[src/rtl/led_chain_router.sv]
// +----------------------------------------------------------------------------+
// | led_chain_router                                                           |
// | Splits a WS2812-style LED stream across three strings by LED-word count.   |
// | Rev 1.0 - initial release                                                  |
// +----------------------------------------------------------------------------+
`timescale 1ns/1ps
`default_nettype none

module led_chain_router #(
  parameter int BIT_THRESH   = 30,
  parameter int RESET_CYCLES = 2500,
  parameter int TEST_CYCLES  = 5000,
  parameter int LEDS_PER_CH  = 8,
  parameter int CNT_W        = 16
) (
  input  logic       clk,
  input  logic       reset_n,
  input  logic       data,
  input  logic       exclusive,
  output logic       out0,
  output logic       out1,
  output logic       out2,
  output logic       testmode,
  output logic [1:0] chan,
  output logic       frame_active
);

  localparam int LED_W = (LEDS_PER_CH > 1) ? $clog2(LEDS_PER_CH) : 1;

  localparam logic [CNT_W-1:0] C_THRESH   = CNT_W'(BIT_THRESH);
  localparam logic [CNT_W-1:0] C_RESET    = CNT_W'(RESET_CYCLES);
  localparam logic [CNT_W-1:0] C_TEST     = CNT_W'(TEST_CYCLES);
  localparam logic [4:0]       C_LAST_BIT = 5'd23;
  localparam logic [LED_W-1:0] C_LAST_LED = LED_W'(LEDS_PER_CH - 1);
  localparam logic [1:0]       C_CHAN_END = 2'd3;

  logic             sync1_q, sync1_d;
  logic             data_s_q, data_s_d;
  logic             data_p_q, data_p_d;
  logic [CNT_W-1:0] hi_cnt_q, hi_cnt_d;
  logic [CNT_W-1:0] lo_cnt_q, lo_cnt_d;
  logic [4:0]       bit_cnt_q, bit_cnt_d;
  logic [LED_W-1:0] led_cnt_q, led_cnt_d;
  logic [1:0]       chan_q, chan_d;
  logic             frame_active_q, frame_active_d;
  logic             testmode_q, testmode_d;
  logic [2:0]       out_q, out_d;

  logic rise;
  logic fall;
  logic frame_reset;
  logic broadcast;
  logic bit_val_unused;

  assign rise = data_s_q & ~data_p_q;
  assign fall = ~data_s_q & data_p_q;

  // Decoded bit value: routing depends only on pulse timing, so it is not retained.
  assign bit_val_unused = (hi_cnt_q > C_THRESH);

  always_comb begin
    sync1_d        = data;
    data_s_d       = sync1_q;
    data_p_d       = data_s_q;
    hi_cnt_d       = hi_cnt_q;
    lo_cnt_d       = lo_cnt_q;
    bit_cnt_d      = bit_cnt_q;
    led_cnt_d      = led_cnt_q;
    chan_d         = chan_q;
    frame_active_d = frame_active_q;
    testmode_d     = testmode_q;
    frame_reset    = 1'b0;
    broadcast      = 1'b0;
    out_d          = '0;

    if (rise) begin
      hi_cnt_d = '0;
    end else if (data_s_q && (hi_cnt_q < C_TEST)) begin
      hi_cnt_d = hi_cnt_q + 1'b1;
    end

    if (fall) begin
      lo_cnt_d = '0;
    end else if (!data_s_q && (lo_cnt_q < C_RESET)) begin
      lo_cnt_d = lo_cnt_q + 1'b1;
    end

    // Both thresholds act only on the single cycle the counter first reaches them.
    if ((hi_cnt_d == C_TEST) && (hi_cnt_q != C_TEST)) begin
      testmode_d = 1'b1;
    end
    frame_reset = (lo_cnt_d == C_RESET) && (lo_cnt_q != C_RESET);

    // In test mode (including the entry pulse itself) falls are not counted.
    if (fall && !testmode_q) begin
      frame_active_d = 1'b1;
      if (bit_cnt_q == C_LAST_BIT) begin
        bit_cnt_d = '0;
        if (led_cnt_q == C_LAST_LED) begin
          led_cnt_d = '0;
          if (chan_q != C_CHAN_END) begin
            chan_d = chan_q + 2'd1;
          end
        end else begin
          led_cnt_d = led_cnt_q + 1'b1;
        end
      end else begin
        bit_cnt_d = bit_cnt_q + 5'd1;
      end
    end

    if (frame_reset) begin
      chan_d         = '0;
      led_cnt_d      = '0;
      bit_cnt_d      = '0;
      frame_active_d = 1'b0;
      testmode_d     = 1'b0;
    end

    // chan only moves on a fall cycle, where data_s is low, so no pulse is split.
    broadcast = testmode_q | ~exclusive;
    out_d[0]  = data_s_q & (broadcast | (chan_q == 2'd0));
    out_d[1]  = data_s_q & (broadcast | (chan_q == 2'd1));
    out_d[2]  = data_s_q & (broadcast | (chan_q == 2'd2));
  end

  always_ff @(posedge clk or negedge reset_n) begin
    if (!reset_n) begin
      sync1_q        <= 1'b0;
      data_s_q       <= 1'b0;
      data_p_q       <= 1'b0;
      hi_cnt_q       <= '0;
      lo_cnt_q       <= '0;
      bit_cnt_q      <= '0;
      led_cnt_q      <= '0;
      chan_q         <= '0;
      frame_active_q <= 1'b0;
      testmode_q     <= 1'b0;
      out_q          <= '0;
    end else begin
      sync1_q        <= sync1_d;
      data_s_q       <= data_s_d;
      data_p_q       <= data_p_d;
      hi_cnt_q       <= hi_cnt_d;
      lo_cnt_q       <= lo_cnt_d;
      bit_cnt_q      <= bit_cnt_d;
      led_cnt_q      <= led_cnt_d;
      chan_q         <= chan_d;
      frame_active_q <= frame_active_d;
      testmode_q     <= testmode_d;
      out_q          <= out_d;
    end
  end

  assign out0         = out_q[0];
  assign out1         = out_q[1];
  assign out2         = out_q[2];
  assign testmode     = testmode_q;
  assign chan         = chan_q;
  assign frame_active = frame_active_q;

endmodule

`default_nettype wire

[config.mk]
export PLATFORM = sky130hd
export DESIGN_NAME = led_chain_router
export DESIGN_NICKNAME = d
export VERILOG_FILES = /design/src/rtl/led_chain_router.sv
export SDC_FILE = /design/constraint.sdc
export NUM_CORES = 1
export LEC_CHECK = 0
export CAP_MARGIN = 20
export CORE_MARGIN = 5
export CORE_UTILIZATION = 50
export DETAILED_ROUTE_END_ITERATION = 7
export MAX_ROUTING_LAYER = met4
export PLACE_DENSITY = 0.67
export SYNTH_ARGS = -nofsm -noshare
export SYNTH_HDL_FRONTEND = slang
export SYNTH_SLANG_ARGS = --single-unit
[constraint.sdc]
create_clock -name clk -period 3.4 [get_ports clk]
set_input_delay 1.02 -clock clk [delete_from_list [all_inputs] [get_ports clk]]
set_output_delay 1.02 -clock clk [all_outputs]
set_load 0.02 [all_outputs]
==> results_dict.tcl <==
set metrics [dict create \
    status "completed" \
    drv_slew 0 \
    yosysSeqAreaShare_pct 44.80 \
    cts_buffers 5 \
    grt_pass1_wl_mm 9.211 \
    path_cells "nor4_1 -> and3_1 -> nand4_2 -> or3_1 -> a22o_1 -> nor4b_4 -> o31ai_1" \
    cts_tree "built" \
    fp.dieW_um 84.74 \
    synth_edf_count 0 \
    pwr-share-clk_pct 31.5 \
    syn_avg_cell_area_um2 9.697 \
    path_clk_slew_ns 0.08 \
    nets 311 \
    core_area_mm2 0.005473 \
    p_leak_nw 1.306 \
    clk-insertion-delay-late_ns 0.30 \
    cts_max_level 2 \
    row_count 27 \
    cts_hold_buffers 0 \
    cp-start-kind "flip-flop" \
    io_pins 11 \
    syn2layout_area_growth_pct 9.184 \
    hold_violations 0 \
    switching_share_pct 28.25 \
    synth_fp_nets 303 \
    synth_top_cell_area_share_pct 44.80 \
    pwr-share-comb_pct 15.7 \
    synth_cell_types 54 \
    placement.io_buffers 10 \
    die_area_mm2 0.007180 \
    finalCritPeriodShare_pct 86.65 \
    viasPerCell 5.645 \
    ir_drop_mv 0.2131 \
    power_density_mw_per_mm2 435.7 \
    cts.sinks 50 \
    dp_hpwl_mm 3.799 \
    gp_congestion 0.8820 \
    drc 0 \
    arrival_ns 3.10 \
    ys_seq_elements 50 \
    slew_headroom_pct 51.92 \
    p_switching_mw 0.3753 \
    cts_root_buffer "clkbuf_8" \
    cp.required_ns 3.56 \
    cts_resized 0 \
    setup_viol_count_final 0 \
    post-route-util_pct 55.72 \
    wl_per_cell_um 14.32 \
    worst-path-max-fanout 12 \
    grt_use_total_pct 16.05 \
    p_seq_share_pct 52.7 \
    die_h_um 84.74 \
    fmax_ghz 0.3394 \
    fin_tns_setup_ns 0 \
    worstMarginPinSlew_ns 0.7198 \
    first_iter_violations 113 \
    ant_nets 0 \
    synthTopCellsByArea "dfrtp_1 (45%), ha_1 (4.9%), nor2_1 (4.8%)" \
    syn_area_mm2 0.002793 \
    drv_cap 0 \
    finClkSkew_ns 0.01103 \
    cpPeakStageDelay_ns 0.65 \
    via_count 2083 \
    synth_top_area_cell "dfrtp_1" \
    drt_wl_total_mm 5.285 \
    antenna_found_initial 0 \
    p_int_mw 0.9534 \
    cts_max_path_buffers 2 \
    hold_path_class "flip-flop to flip-flop" \
    synth-main-ff-cell "dfrtp_1" \
    end_kind "flip-flop" \
    rsz0062_at_grt "false" \
    synth.most_common_cell "dfrtp_1" \
    syn_inst 288 \
    grt_max_degree 34 \
    initial_utilization_pct 51.03 \
    ys_async_sr_fraction_pct 100.0 \
    yosysWarnings 0 \
    antenna_cells 0 \
    dr.pass1.iters 4 \
    synthTopCellsByCount "dfrtp_1 (50), nor2_1 (36), nand2_1 (18)" \
    grt_pass1_vias 1968 \
    crit_slowest_cell "nor4b_4" \
    postCtsSetupBuffers 0 \
    min_period_ns 2.946 \
    drive_gt1_share_pct 9.764 \
    worst-setup-path-type "flip-flop to flip-flop" \
    overflow 0 \
]
flip-flops by register name (all words and copies together), names as in the netlist, 2 cells and up:
signal	cells
lo_cnt_q	16
bit_cnt_q	5
hi_cnt_q	16
led_cnt_q	3
out_q	3
chan	2
power by group through the flow:
| stage | Sequential, mW | Clock (mW) | Combinational, mW |
|---|---|---|---|
| 2_1_floorplan | 0.697 | 0 | 0.160 |
| 3_3_place_gp | 0.709 | 0 | 0.204 |
| 3_5_place_dp | 0.711 | 0 | 0.212 |
| 4_1_cts | 0.700 | 0.432 | 0.213 |
| 5_1_grt | 0.711 | 0.456 | 0.244 |
| 6_report | 0.700 | 0.419 | 0.209 |
critical path: cells and delay by family, from the launching register on:
family	cells	cell delay (ns)
AND/OR/NAND/NOR	5	2.02
flip-flops	1	0.39
AO/OA/AOI/OAI	2	0.39
logic make-up (layout without fill, tap and decap cells):
kind of cell / Yosys count / in the layout / share of synthesized area (%)
AOI/OAI and AO/OA: 47 / 47 / 11.51
xor gates and xnor gates: 18 / 18 / 5.645
DFF: 50 / 50 / 44.80
and+or+nand+nor: 133 / 133 / 28.09
buffers and inverters: 26 / 35 / 3.943
muxes: 3 / 3 / 1.075
adders and majority gates: 11 / 11 / 4.928
placed cells by master (no fill, tap or decap), types with 5 or more instances in the layout:
| cell | n |
|---|---|
| dfrtp_1 | 50 |
| nor2_1 | 36 |
| nand2_1 | 18 |
| inv_1 | 14 |
| a21oi_1 | 14 |
| nor2b_1 | 12 |
| xnor2_1 | 11 |
| nor3_1 | 11 |
| ha_1 | 11 |
| clkdlybuf4s50_1 | 9 |
| nand3_1 | 8 |
| o21ai_0 | 7 |
| or3_1 | 7 |
| xor2_1 | 7 |
| nand4_1 | 6 |
| clkbuf_8 | 5 |
stage by stage:
| step | instances | total power [mW] | setup WS (ns) | hold WS (ns) | cell area, um2 |
|---|---|---|---|---|---|
| 4_1_cts | 369 | 1.345 | 0.4637 | 0.3552 | 3049 |
| 2_1_floorplan | 288 | 0.8566 | 0.9822 | 0.3312 | 2793 |
| 3_3_place_gp | 361 | 0.9131 | 0.5607 | 0.3335 | 2943 |
| 6_report | 369 | 1.329 | 0.4538 | 0.3552 | 3049 |
| 3_5_place_dp | 361 | 0.9232 | 0.5437 | 0.3347 | 2943 |
| 5_1_grt | 369 | 1.410 | 0.2669 | 0.3626 | 3049 |
layer usage:
layer	up-vias	routed length (um)	track usage (%)
met5	-	0	-
met1	1002	2629	21.89
li1	1043	-	-
met3	6	211	3.533
met4	0	57	4.604
met2	32	2386	24.06
cell type report:
type | count | area [um2]
Clock buffer | 7 | 76.32
Clock inverter | 1 | 30.03
Fill cell | 490 | 2424
Inverter | 14 | 52.55
Multi-Input combinational cell | 212 | 1431
Sequential cell | 50 | 1251
Tap cell | 72 | 90.09
Timing Repair Buffer | 13 | 117.6
worst paths after layout:
kind                                   start            to  slack [ns]  cells past startpoint
worst max-delay path            lo_cnt_q[15]  bit_cnt_q[1]        0.45                      7
worst min-delay path                data_s_d      data_p_d        0.36                      0
worst max register to register  lo_cnt_q[15]  bit_cnt_q[1]        0.45                      7
worst min register to register      data_s_d      data_p_d        0.36                      0
max in group asynchronous            reset_n   lo_cnt_q[0]        2.01                      2
min in group asynchronous            reset_n  bit_cnt_q[2]        0.63                      1
No activity file was read; power rests on OpenSTA's default activity.
